==> config.mk <==
export PLATFORM = sky130hd
export DESIGN_NAME = mem_access_driver
export DESIGN_NICKNAME = d
export VERILOG_FILES = /design/src/rtl/mem_access_pkg.sv /design/src/rtl/mem_req_fifo.sv /design/src/rtl/mem_access_driver.sv
export SDC_FILE = /design/constraint.sdc
export NUM_CORES = 1
export LEC_CHECK = 0
export ABC_CLOCK_PERIOD_IN_PS = 3340
export BUFFER_PORTS_ARGS = -buffer_cell sky130_fd_sc_hd__buf_2
export CORE_MARGIN = 5
export CORE_UTILIZATION = 51
export CTS_CLUSTER_DIAMETER = 50
export DETAILED_ROUTE_END_ITERATION = 16
export PLACE_DENSITY_LB_ADDON = 0.2
export SLEW_MARGIN = 40
export SYNTH_ARGS = -nofsm -noshare
export SYNTH_HDL_FRONTEND = slang
export SYNTH_SLANG_ARGS = --single-unit
export TNS_END_PERCENT = 10
==> constraint.sdc <==
create_clock -name clk -period 3.34 [get_ports clk]
set_clock_uncertainty 0.15 [all_clocks]
set_input_delay 0.501 -clock clk [delete_from_list [all_inputs] [get_ports clk]]
set_output_delay 0.501 -clock clk [all_outputs]
set_load 0.01 [all_outputs]
==> src/rtl/mem_access_pkg.sv <==
// Shared types and constants for the memory-access driver slice.
package mem_access_pkg;

    localparam int unsigned MEM_DATA_W = 32;
    localparam int unsigned MEM_CTRL_W = 17;

    localparam logic [6:0] OPC_LOAD  = 7'b0000011;
    localparam logic [6:0] OPC_STORE = 7'b0100011;

    typedef struct packed {
        logic [MEM_DATA_W-1:0] addr;
        logic [MEM_DATA_W-1:0] data;
        logic [MEM_CTRL_W-1:0] ctrl;
    } mem_req_t;

    typedef enum logic [1:0] {
        IDLE,
        ISSUE,
        STALL
    } drv_state_e;

endpackage

==> src/rtl/mem_req_fifo.sv <==
// Request FIFO for the memory-access driver; DEPTH must be a power of two so the
// pointers wrap naturally.
module mem_req_fifo
    import mem_access_pkg::*;
#(
    parameter int unsigned DEPTH = 4,
    parameter type         T     = mem_req_t
) (
    input  logic                   clk,
    input  logic                   rst,
    input  logic                   push,
    input  T                       wr_data,
    input  logic                   pop,
    output T                       rd_data,
    output logic                   full,
    output logic                   empty,
    output logic [$clog2(DEPTH):0] count
);

    localparam int unsigned PW = $clog2(DEPTH);
    localparam logic [PW:0] FULL_CNT = (PW+1)'(DEPTH);

    T             mem [DEPTH];
    logic [PW-1:0] wr_ptr;
    logic [PW-1:0] rd_ptr;

    always_ff @(posedge clk or negedge rst) begin
        if (!rst) begin
            wr_ptr <= '0;
            rd_ptr <= '0;
            count  <= '0;
        end else begin
            if (push)
                wr_ptr <= wr_ptr + 1'b1;
            if (pop)
                rd_ptr <= rd_ptr + 1'b1;
            case ({push, pop})
                2'b10:   count <= count + 1'b1;
                2'b01:   count <= count - 1'b1;
                default: ;
            endcase
        end
    end

    always_ff @(posedge clk) begin
        if (push)
            mem[wr_ptr] <= wr_data;
    end

    assign rd_data = mem[rd_ptr];
    assign full    = (count == FULL_CNT);
    assign empty   = (count == '0);

endmodule

==> src/rtl/mem_access_driver.sv <==
// Memory-access driver: buffers requests, issues them on the addr/data AXI-stream
// channels and returns results in order. Define MEM_DRV_STATS_EN for load/store counters.
module mem_access_driver
    import mem_access_pkg::*;
#(
    parameter int unsigned DATA_WIDTH      = 32,
    parameter int unsigned CTRL_WIDTH      = 17,
    parameter int unsigned DEPTH           = 4,
    parameter int unsigned MAX_OUTSTANDING = 2
) (
    input  logic                  clk,
    input  logic                  rst,
    input  logic                  req_valid,
    output logic                  req_ready,
    input  logic [DATA_WIDTH-1:0] req_addr,
    input  logic [DATA_WIDTH-1:0] req_data,
    input  logic [CTRL_WIDTH-1:0] req_ctrl,
    output logic [CTRL_WIDTH-1:0] ctrl_data_o,
    output logic                  axis_m_addr_tvalid,
    input  logic                  axis_m_addr_tready,
    output logic [DATA_WIDTH-1:0] axis_m_addr_tdata,
    output logic                  axis_m_data_tvalid,
    input  logic                  axis_m_data_tready,
    output logic [DATA_WIDTH-1:0] axis_m_data_tdata,
    input  logic                  axis_s_rslt_tvalid,
    output logic                  axis_s_rslt_tready,
    input  logic [DATA_WIDTH-1:0] axis_s_rslt_tdata,
    output logic                  rsp_valid,
    input  logic                  rsp_ready,
    output logic [DATA_WIDTH-1:0] rsp_data
`ifdef MEM_DRV_STATS_EN
    ,
    output logic [15:0]           stat_load_cnt,
    output logic [15:0]           stat_store_cnt
`endif
);

    localparam int unsigned CW      = $clog2(DEPTH);
    localparam logic [3:0]  MAX_OUT = 4'(MAX_OUTSTANDING);

    typedef struct packed {
        logic [DATA_WIDTH-1:0] addr;
        logic [DATA_WIDTH-1:0] data;
        logic [CTRL_WIDTH-1:0] ctrl;
    } req_t;

    req_t       wr_req;
    req_t       head;
    logic       fifo_full;
    logic       fifo_empty;
    logic [CW:0] fifo_count;
    logic [CW:0] count_nxt;
    logic       push;
    logic       pop;
    logic       ready_en;

    drv_state_e state;
    drv_state_e state_d;
    logic       addr_done;
    logic       data_done;
    logic       addr_hs;
    logic       data_hs;
    logic       rslt_hs;
    logic       both_done;
    logic [3:0] outstanding;
    logic [3:0] outstanding_d;

    assign wr_req = '{addr: req_addr, data: req_data, ctrl: req_ctrl};

    mem_req_fifo #(
        .DEPTH (DEPTH),
        .T     (req_t)
    ) u_fifo (
        .clk     (clk),
        .rst     (rst),
        .push    (push),
        .wr_data (wr_req),
        .pop     (pop),
        .rd_data (head),
        .full    (fifo_full),
        .empty   (fifo_empty),
        .count   (fifo_count)
    );

    // Holds req_ready low until the first clock edge after reset release.
    always_ff @(posedge clk or negedge rst) begin
        if (!rst)
            ready_en <= 1'b0;
        else
            ready_en <= 1'b1;
    end

    assign req_ready = ready_en & ~fifo_full;
    assign push      = req_valid & req_ready;

    assign axis_m_addr_tdata = fifo_empty ? '0 : head.addr;
    assign axis_m_data_tdata = fifo_empty ? '0 : head.data;
    assign ctrl_data_o       = fifo_empty ? '0 : head.ctrl;

    always_comb begin
        axis_m_addr_tvalid = (state == ISSUE) && !addr_done;
        axis_m_data_tvalid = (state == ISSUE) && !data_done;
        addr_hs            = axis_m_addr_tvalid & axis_m_addr_tready;
        data_hs            = axis_m_data_tvalid & axis_m_data_tready;
        both_done          = (addr_done | addr_hs) & (data_done | data_hs);
        pop                = (state == ISSUE) & both_done;
        axis_s_rslt_tready = !rsp_valid | rsp_ready;
        rslt_hs            = axis_s_rslt_tvalid & axis_s_rslt_tready;

        // A stray result with nothing outstanding saturates at zero.
        outstanding_d = outstanding;
        if (pop && !rslt_hs)
            outstanding_d = outstanding + 4'd1;
        else if (!pop && rslt_hs && (outstanding != '0))
            outstanding_d = outstanding - 4'd1;

        count_nxt = fifo_count;
        case ({push, pop})
            2'b10:   count_nxt = fifo_count + 1'b1;
            2'b01:   count_nxt = fifo_count - 1'b1;
            default: ;
        endcase

        // Decide from next-cycle occupancy so a fresh entry issues one cycle after its write.
        if ((state == ISSUE) && !pop)
            state_d = ISSUE;
        else if (count_nxt == '0)
            state_d = IDLE;
        else if (outstanding_d < MAX_OUT)
            state_d = ISSUE;
        else
            state_d = STALL;
    end

    always_ff @(posedge clk or negedge rst) begin
        if (!rst) begin
            state       <= IDLE;
            addr_done   <= 1'b0;
            data_done   <= 1'b0;
            outstanding <= '0;
        end else begin
            state       <= state_d;
            outstanding <= outstanding_d;
            if (pop) begin
                addr_done <= 1'b0;
                data_done <= 1'b0;
            end else begin
                if (addr_hs)
                    addr_done <= 1'b1;
                if (data_hs)
                    data_done <= 1'b1;
            end
        end
    end

    always_ff @(posedge clk or negedge rst) begin
        if (!rst) begin
            rsp_valid <= 1'b0;
            rsp_data  <= '0;
        end else if (rslt_hs) begin
            rsp_valid <= 1'b1;
            rsp_data  <= axis_s_rslt_tdata;
        end else if (rsp_ready) begin
            rsp_valid <= 1'b0;
        end
    end

`ifdef MEM_DRV_STATS_EN
    always_ff @(posedge clk or negedge rst) begin
        if (!rst) begin
            stat_load_cnt  <= '0;
            stat_store_cnt <= '0;
        end else if (pop) begin
            if (head.ctrl[6:0] == OPC_LOAD)
                stat_load_cnt <= stat_load_cnt + 16'd1;
            if (head.ctrl[6:0] == OPC_STORE)
                stat_store_cnt <= stat_store_cnt + 16'd1;
        end
    end
`endif

endmodule
# --- After elaboration in Yosys (flattened, before gate mapping) ---
# Memories as Yosys holds them, arrays and structs flattened.
# Index checks and enable logic that the tools add are counted.
word_totals:
  wordCells: 67
  n_memories: 1
  reg_bits: 49
  output_inout_bits: 118
  rom_bits: 0
  ram_bits: 324
  latchBits: 0
mem_list:
  columns: ["name", "words", "word_bits", "read_ports", "rd_ports_with_merged_regs", "wr", "line_no", "rtl"]
  rows:
  - ["u_fifo.mem", 4, 81, 1, 0, 1, "mem_req_fifo.sv:23", "T mem [DEPTH];"]
op_classes:
  n_div: 0
  eq_ne: 4
  addsub: 6
  order_cmp: 1
  shift: 0
  bitwise: 11
  mul: 0
  n_mux: 17
  n_reduce_logical: 17
ops:
  columns: ["cell", "n"]
  rows:
  - ["$mux W32", 2]
  - ["$mux W17", 1]
  - ["$mux W1", 8]
  - ["$mux W4", 2]
  - ["$and A1 B1 Y1", 7]
  - ["$logic_and A1 B1 Y1", 6]
  - ["$logic_not A3 Y1", 2]
  - ["$mux W2", 3]
  - ["$pmux W3 S2", 1]
  - ["$reduce_bool A2 Y1", 3]
  - ["$logic_not A1 Y1", 5]
  - ["$add A2 B1 Y2 const B", 2]
  - ["$add A4 B1 Y4 const B", 1]
  - ["$eq A2 B1 Y1 const B", 2]
  - ["$lt A4 B2 Y1 const B", 1]
  - ["$reduce_bool A4 Y1", 1]
  - ["$sub A4 B1 Y4 const B", 1]
  - ["$add A3 B1 Y3 const B", 1]
  - ["$eq A3 B3 Y1 const B", 1]
  - ["$or A1 B1 Y1", 3]
  - ["$sub A3 B1 Y3 const B", 1]
  - ["$eq A2 B2 Y1 const B", 1]
  - ["$not A1 Y1", 1]

# --- Longest topological paths before layout ---
# Gate-level depths: netlist of the first run.
depth:
  depth_word: 15
  mapped_depth: 11
  depth_no_buf: 11

# --- Cells and area by module ---
# From an unflattened synthesis of the first run, not the netlist that was laid out.
unflattened:
  cells_unflattened: 686
  area_unflattened_um2: 14515.2
by_module_without_submodules:
  columns: ["mod", "cells_per_inst", "area_per_inst_um2", "instances"]
  rows:
  - ["mem_req_fifo", 460, 12090.3, 1]
  - ["mem_access_driver", 226, 2424.8, 1]

# --- Worst setup path before layout of the first run ---
# Ideal clock, no wire load.
synth_path:
  path_type: "flip-flop to flip-flop"
  startpoint: "register u_fifo.count[0]"
  endpoint: "memory u_fifo.mem[0][0] (netlist bit), enable pin"
  setup_slack_ns: -0.233
  synth_period_minus_slack_ns: 3.573
  n_path_buf: 0
  setup_time_ns: 0.449
  stages_incl_launch_ff: 4
  t_arrival_ns: 2.974
  cell_sequence: "dfrtp_1 -> nor2_1 -> a21boi_0 -> and3_1"
synth_via:
  elab_chain_cells: 6
synth_lines:
  columns: ["element", "line_no", "rtl"]
  rows:
  - ["start, declared", "mem_req_fifo.sv:17", "output logic [$clog2(DEPTH):0] count"]
  - ["start signal, assigned", "mem_req_fifo.sv:38", "2'b10: count <= count + 1'b1;"]
  - ["start signal, assigned", "mem_req_fifo.sv:39", "2'b01: count <= count - 1'b1;"]
  - ["$eq A3 B3 Y1", "mem_req_fifo.sv:51", "assign full = (count == FULL_CNT);"]
  - ["$not A1 Y1", "mem_access_driver.sv:93", "assign req_ready = ready_en & ~fifo_full;"]
  - ["$and A1 B1 Y1", "mem_access_driver.sv:93", null]
  - ["via req_ready", "mem_access_driver.sv:14", "output logic req_ready,"]
  - ["$and A1 B1 Y1", "mem_access_driver.sv:94", "assign push = req_valid & req_ready;"]
  - ["$mux W1", "mem_req_fifo.sv:46", "if (push)"]
  - ["$mux W1 (implied by the code)", "mem_req_fifo.sv:47", "mem[wr_ptr] <= wr_data;"]
  - ["end, declared", "mem_req_fifo.sv:23", null]
# The timed path passes the listed nets, and every way through them passes these cells.

# --- Final worst setup path of the first run ---
layout_path:
  startpoint: "register u_fifo.rd_ptr[0]"
  endpoint: "output axis_m_data_tdata[14]"
layout_via:
  elab_chain_cells: 2
layout_lines:
  columns: ["element", "line_no", "rtl"]
  rows:
  - ["start, declared", "mem_req_fifo.sv:25", "logic [PW-1:0] rd_ptr;"]
  - ["start signal, assigned", "mem_req_fifo.sv:36", "rd_ptr <= rd_ptr + 1'b1;"]
  - ["$mem_v2 Z4 W81", null, null]
  - ["$mux W32", "mem_access_driver.sv:97", "assign axis_m_data_tdata = fifo_empty ? '0 : head.data;"]
  - ["end, declared", "mem_access_driver.sv:24", "output logic [DATA_WIDTH-1:0] axis_m_data_tdata,"]
# No other way between the ends.

==> results of run 1 <==
==> final cells by class <==
class	count	area, sq um
Timing Repair Buffer	258	1450
Tap cell	378	473
Antenna cell	1	2.50
Clock buffer	46	1000
Multi-Input combinational cell	264	3280
Fill cell	2048	10400
Sequential cell	373	11000
Inverter	7	26.3
Clock inverter	18	219
==> sequential cells by signal, indices dropped and copies added, names as in the netlist <==
signal / flops
rsp_valid: 1
state: 2
u_fifo.mem: 324
u_fifo.count: 3
u_fifo.wr_ptr: 2
addr_done: 1
rsp_data: 32
u_fifo.rd_ptr: 2
data_done: 1
ready_en: 1
outstanding: 4
==> worst max-delay path: cells and delay by family (launching register included) <==
| family | cells | cell delay, ns |
|---|---|---|
| mux | 1 | 0.58 |
| buf+inv | 2 | 0.56 |
| flops | 1 | 0.44 |
| simple gates | 1 | 0.15 |
==> worst max-delay path by stage <==
| stage | startpoint | end | slack (ns) | cells past startpoint |
|---|---|---|---|---|
| 2_1_floorplan | u_fifo.count[0] | u_fifo.mem[1][0] | -0.23 | 3 |
| 3_3_place_gp | axis_m_data_tready | state[0] | 0.51 | 11 |
| 3_5_place_dp | axis_m_data_tready | state[0] | 0.41 | 11 |
| 4_1_cts | u_fifo.rd_ptr[0] | axis_m_data_tdata[14] | 0.34 | 4 |
| 5_1_grt | u_fifo.count[0] | state[0] | 0.24 | 12 |
| 6_report | u_fifo.rd_ptr[0] | axis_m_data_tdata[14] | 0.41 | 4 |
==> cells in the mapped netlist, types with 2 or more instances <==
master | instances | area share
a21oi_1 | 5 | 0.0017
and3_1 | 4 | 0.0017
buf_1 | 3 | 0.00078
buf_2 | 15 | 0.0052
clkbuf_1 | 12 | 0.0031
dfrtp_1 | 49 | 0.085
edfxtp_1 | 324 | 0.68
ha_1 | 7 | 0.0061
inv_1 | 6 | 0.0016
mux2_2 | 33 | 0.026
mux4_2 | 81 | 0.13
nand2_1 | 4 | 0.0010
nand2b_4 | 2 | 0.0019
nand3_1 | 4 | 0.0014
nor2_1 | 6 | 0.0016
nor2b_1 | 83 | 0.036
nor3_1 | 2 | 0.00070
o21ai_0 | 3 | 0.0010
xnor2_1 | 6 | 0.0037
==> cell families (layout without fill, tap and decap cells) <==
logic type      Yosys count  after routing  synth area share
compound gates           23             23            0.0144
xor+xnor                  6              6           0.00365
fa+ha+maj                 8              8           0.00748
buf+inv                  38            329            0.0117
flops                   373            373             0.762
mux                     115            115             0.153
other cells               1              2          0.000261
simple gates            111            111            0.0474
==> metrics by stage <==
| stage | hold WS, ns | TNS, ns | power, mW | util | area, sq um |
|---|---|---|---|---|---|
| after floorplan | 0.0554 | -56.43 | 8.92 | - | 14400 |
| after global routing | 0.0279 | 0 | 15.3 | 0.627 | 17400 |
| after global placement | 0.324 | 0 | 10.6 | 0.582 | 16200 |
| final | 0.0500 | 0 | 14.5 | 0.627 | 17400 |
| after detailed placement | 0.323 | 0 | 10.6 | 0.582 | 16200 |
| after CTS | 0.0242 | 0 | 14.8 | 0.627 | 17400 |
==> layer usage <==
layer	vias to the layer above	wire length (microns)
met1	3608	11200
met3	39	1680
met2	192	14000
li1	3241	-
met5	-	42
met4	8	384
==> report_power, final <==
group          switching, mW  total [mW]  internal, mW  leakage, nW
sequential             0.288        5.96          5.67         3.52
clock                   1.62        4.14          2.52        0.596
combinational           2.25        4.43          2.17         2.19
total                   4.16        14.5          10.4         6.30
==> impl_metrics.ini, run 1 <==
[outcome]
status = completed

[setup_path]
critPathMaxStageDelay_ns = 0.58
crit_chain = buf_12, mux4_2, nor2b_1, buf_2
arrival_ns = 2.28
r2r_start = u_fifo.count[0]
crit_path_max_fanout = 54
reg2regPathDepth = 12
critPathKind = flop to output port
critPathCaptureType = output port
cpMaxStageDelayCell = mux4_2
rrSetupSlack_ns = 0.47
cp-start-kind = flop
r2r_end = state[0]
cp_data_required_time_ns = 2.69

[die]
io_pins = 238
die_y_microns = 178
die-area_sq_um = 31700
num_rows = 61
coreArea_sq_um = 27800
start_util = 0.518
fp.dieW_microns = 178

[synth]
synth_cell_type_count = 45
async_flop_share = 0.131
synthCells = 675
yosysSeqAreaShare = 0.762
syn_nets = 803
synth-seq-cells = 373
synth_edf_count = 324
ys.flop_type = edfxtp_1
synth-warning-count = 0
syn_avg_cell_area_sq_um = 21.3
syn_area_sq_um = 14400

[timing]
layout_setup_ws_ns = 0.411
max_freq_ghz = 0.341
rsz0062_at_grt = false
setup_viol = 0
slew_headroom = 0.582
slew_violations = 0
fin_crit_ns = 2.93
finalHoldViolCount = 0
worst_slew_pin_slew_ns = 0.627
fin_crit_sh = 0.877

[grt]
antenna_found_initial = 5
use_met3 = 0.0420
grt.overflow.total = 0
use_met2 = 0.291
grt_use_total = 0.173
grt_pass1_vias = 7493
met1_usage = 0.230
grt_pass1_wl_microns = 41900
busiest_layer = met2
grt_max_degree = 55

[clock_network]
cts-root-buf = clkbuf_16
ctsResizeCount = 0
htree_levels = 2
numCtsBuffers = 39
post_cts_buffers = 0
cts_buffer_depth = 3
postCtsHoldBufs = 1
cts.sinks = 373
cts_tree = done
clkTransAtPathRegs_ns = 0.06
insertion_delay_ns = 0.50

[place]
gp_congestion = 0.756
placed_cells = 1279
place_ws_ns = 0.412
dp_hpwl_microns = 16800
io_buffer_count = 237

[drt]
drt_pass1_iterations = 5
ant_nets = 0
drc = 0
routed_via_density = 5.27
vias = 7088
wl_per_cell_microns = 20.3
wl_microns = 27300
drtIter0Drc = 385

[power]
leakage_nw = 6.30
peakVddDrop_uv = 572
power_density_nw_per_um2 = 834

[finish]
final_nets = 1071
area_delta_synth_final_pct = 21.1
final_common_cell = edfxtp_1
drive_gt1_frac = 0.455
layout_common_cells = edfxtp_1, buf_2, nor2b_1, mux4_2, dfrtp_1
final_cells = 1345

[hold_path]
worst_hold_path.endpoint = u_fifo.mem[3][62]
min_path_type = input port to flop
min-delay-start = req_addr[13]
hold_path_depth = 1

[job]
maxCapViolCount = 0
Note: power is estimated with default switching activity, not from simulation.
==> run 2, diff against run 1 <==
Settings changed: ABC_AREA from default to 1.
==> impl_metrics.ini, run 2 <==
[synth]
synthCells = 1212
synth_area_leader_cell = edfxtp_1
ys.flop_type = edfxtp_1
synth-seq-cells = 373
syn_area_sq_um = 14700
syn_avg_cell_area_sq_um = 12.2
synth-warning-count = 0
synth_edf_count = 324
synth_common_cells = nor2_1, edfxtp_1, o21ai_0
async_flop_share = 0.131
yosysMostFrequentCell = nor2_1
yosysSeqAreaShare = 0.744
syn_nets = 1340
synth_cell_type_count = 33
synth_top_area_frac = 0.661
synth_area_leaders = edfxtp_1, nor2_1, dfrtp_1

[hold_path]
worst_hold_path.endpoint = rsp_data[0]
min_path_type = input port to flop
min-delay-start = axis_s_rslt_tdata[0]
hold_path_depth = 3

[drt]
ant_nets = 0
routed_via_density = 5.18
vias = 9669
wl_microns = 32300
wl_per_cell_microns = 17.3
drt_pass1_iterations = 5
drc = 0
drtIter0Drc = 859

[clock_network]
cts_buffer_depth = 3
insertion_delay_ns = 0.51
cts-root-buf = clkbuf_16
htree_levels = 2
cts.sinks = 373
cts_tree = done
numCtsBuffers = 40
ctsResizeCount = 0
post_cts_buffers = 0
clkTransAtPathRegs_ns = 0.06

[timing]
slew_violations = 0
fin_crit_ns = 3.13
finalHoldViolCount = 0
worst_slew_pin_slew_ns = 0.646
max_freq_ghz = 0.320
fin_crit_sh = 0.937
rsz0062_at_grt = false
holdWs_ns = 0.0287
setup_viol = 0
slew_headroom = 0.569

[setup_path]
r2r_start = u_fifo.count[0]
arrival_ns = 2.48
cp_common_cell = nor2_1
cpMaxStageDelayCell = dfrtp_4
reg2regPathDepth = 13
r2r_end = state[0]
critPathMaxStageDelay_ns = 0.72
cp-start-kind = flop
path_delay_family = flip-flops
critPathCaptureType = output port
critPathKind = flop to output port
rrSetupSlack_ns = 0.78
crit_buf_inv = 2
cp_data_required_time_ns = 2.69
crit_chain = buf_4, nor2_1, nor2_1, o21ai_0, a21oi_1, buf_2
crit_path_max_fanout = 46

[place]
gp_congestion = 0.754
dp_hpwl_microns = 18800
io_buffer_count = 237

[finish]
regMostFlops = u_fifo.mem
top_regs = u_fifo.mem (324), rsp_data (32), outstanding (4)
area_delta_synth_final_pct = 20.7
largest_reg_flops = 324
drive_gt1_frac = 0.237
final_common_cell = nor2_1
final_nets = 1578
layout_common_cells = nor2_1, edfxtp_1, buf_2, o21ai_0, nand2_1

[grt]
grt_use_total = 0.193
grt_max_degree = 83
met1_usage = 0.259
busiest_layer = met2
grt_pass1_wl_microns = 50700
grt_pass1_vias = 9646
grt.overflow.total = 0
use_met2 = 0.321
antenna_found_initial = 4
use_met3 = 0.0483

[outcome]
status = completed

[die]
start_util = 0.515
die-area_sq_um = 32400
die_y_microns = 180
fp.dieW_microns = 180
num_rows = 62
coreArea_sq_um = 28600
io_pins = 238

[power]
leakage_nw = 6.81
power_density_nw_per_um2 = 825
peakVddDrop_uv = 448
power_mw = 14.7

[job]
maxCapViolCount = 0
[run 2: cell count changes in the layout (fill, tap and decap cells not counted), sizes merged, moves of 7 or more]
cell | before | now
inv | 8 | 32
xor2 | 0 | 7
mux4 | 81 | 0
mux2 | 33 | 1
a21oi | 5 | 84
o21ai | 5 | 164
nand3 | 4 | 12
nor2b | 83 | 0
nand2 | 4 | 119
nor2 | 6 | 340
[run 2: power breakdown]
part	leakage (nW)	switching, mW	internal [mW]
clock network	0.627	1.71	2.57
registers	3.52	0.234	5.64
logic	2.66	2.89	1.61
total	6.81	4.84	9.82
[run 2: timing repair]
action,in CTS,in global routing
hold buffers,1,0
hold endpoints to repair,31,0
setup endpoints to repair,0,0
[run 2: stage by stage]
step / area [sq um] / TNS (ns) / cells / utilization / setup slack [ns]
after floorplan: 14700 / -121.49 / 1212 / - / -0.375
after global placement: 16500 / 0 / 1790 / 0.575 / 0.744
after detailed placement: 16500 / 0 / 1790 / 0.575 / 0.769
after CTS: 17700 / 0 / 1862 / 0.620 / 0.186
after global routing: 17800 / 0 / 1864 / 0.621 / 0.0157
final: 17800 / 0 / 1865 / 0.621 / 0.210
[run 2: area by class of cell]
cell class	instances	area, sq um
Antenna cell	2	5.00
Sequential cell	373	11000
Fill cell	2236	10800
Inverter	29	111
Tap cell	384	480
Clock buffer	50	1060
Timing Repair Buffer	263	1540
Multi-Input combinational cell	743	3390
Clock inverter	21	223
[run 2: worst register-to-register path, stage by stage, from the launching register on]
cell and delay (ns):
dfrtp_1 0.47, nor2_1 0.07, a21boi_1 0.16, nand2_1 0.07, buf_4 0.19, ha_1 0.25, fa_1 0.39, a21oi_1 0.13
o21ai_0 0.12, xor2_1 0.16, inv_1 0.06, nand2_1 0.06, nand4_1 0.09, nand2_1 0.06
[run 2: per-layer routing]
metal | vias to the layer above | part of all wire
met3 | 52 | 0.071
li1 | 4663 | -
met4 | 6 | 0.016
met2 | 273 | 0.48
met1 | 4675 | 0.43
met5 | - | 0.0012
[run 2: logic make-up after synthesis]
group	Yosys count	synth area share
multiplexers	1	0.000764
flip-flops	373	0.744
other	1	0.000255
buffers and inverters	96	0.0284
AO/OA/AOI/OAI	249	0.0855
AND/OR/NAND/NOR	476	0.129
XOR/XNOR	8	0.00476
adder cells (fa/ha/maj)	8	0.00731
[run 2: worst max path at each step]
stage | startpoint | to | slack [ns] | cells after the start
floorplan | u_fifo.count[0] | u_fifo.mem[0][0] | -0.37 | 4
CTS | u_fifo.rd_ptr[0] | axis_m_data_tdata[29] | 0.19 | 6
global placement | u_fifo.rd_ptr[0] | ctrl_data_o[1] | 0.74 | 6
global route | u_fifo.rd_ptr[0] | ctrl_data_o[10] | 0.02 | 6
detailed placement | u_fifo.rd_ptr[0] | ctrl_data_o[15] | 0.77 | 6
finish | u_fifo.rd_ptr[0] | axis_m_data_tdata[29] | 0.21 | 6
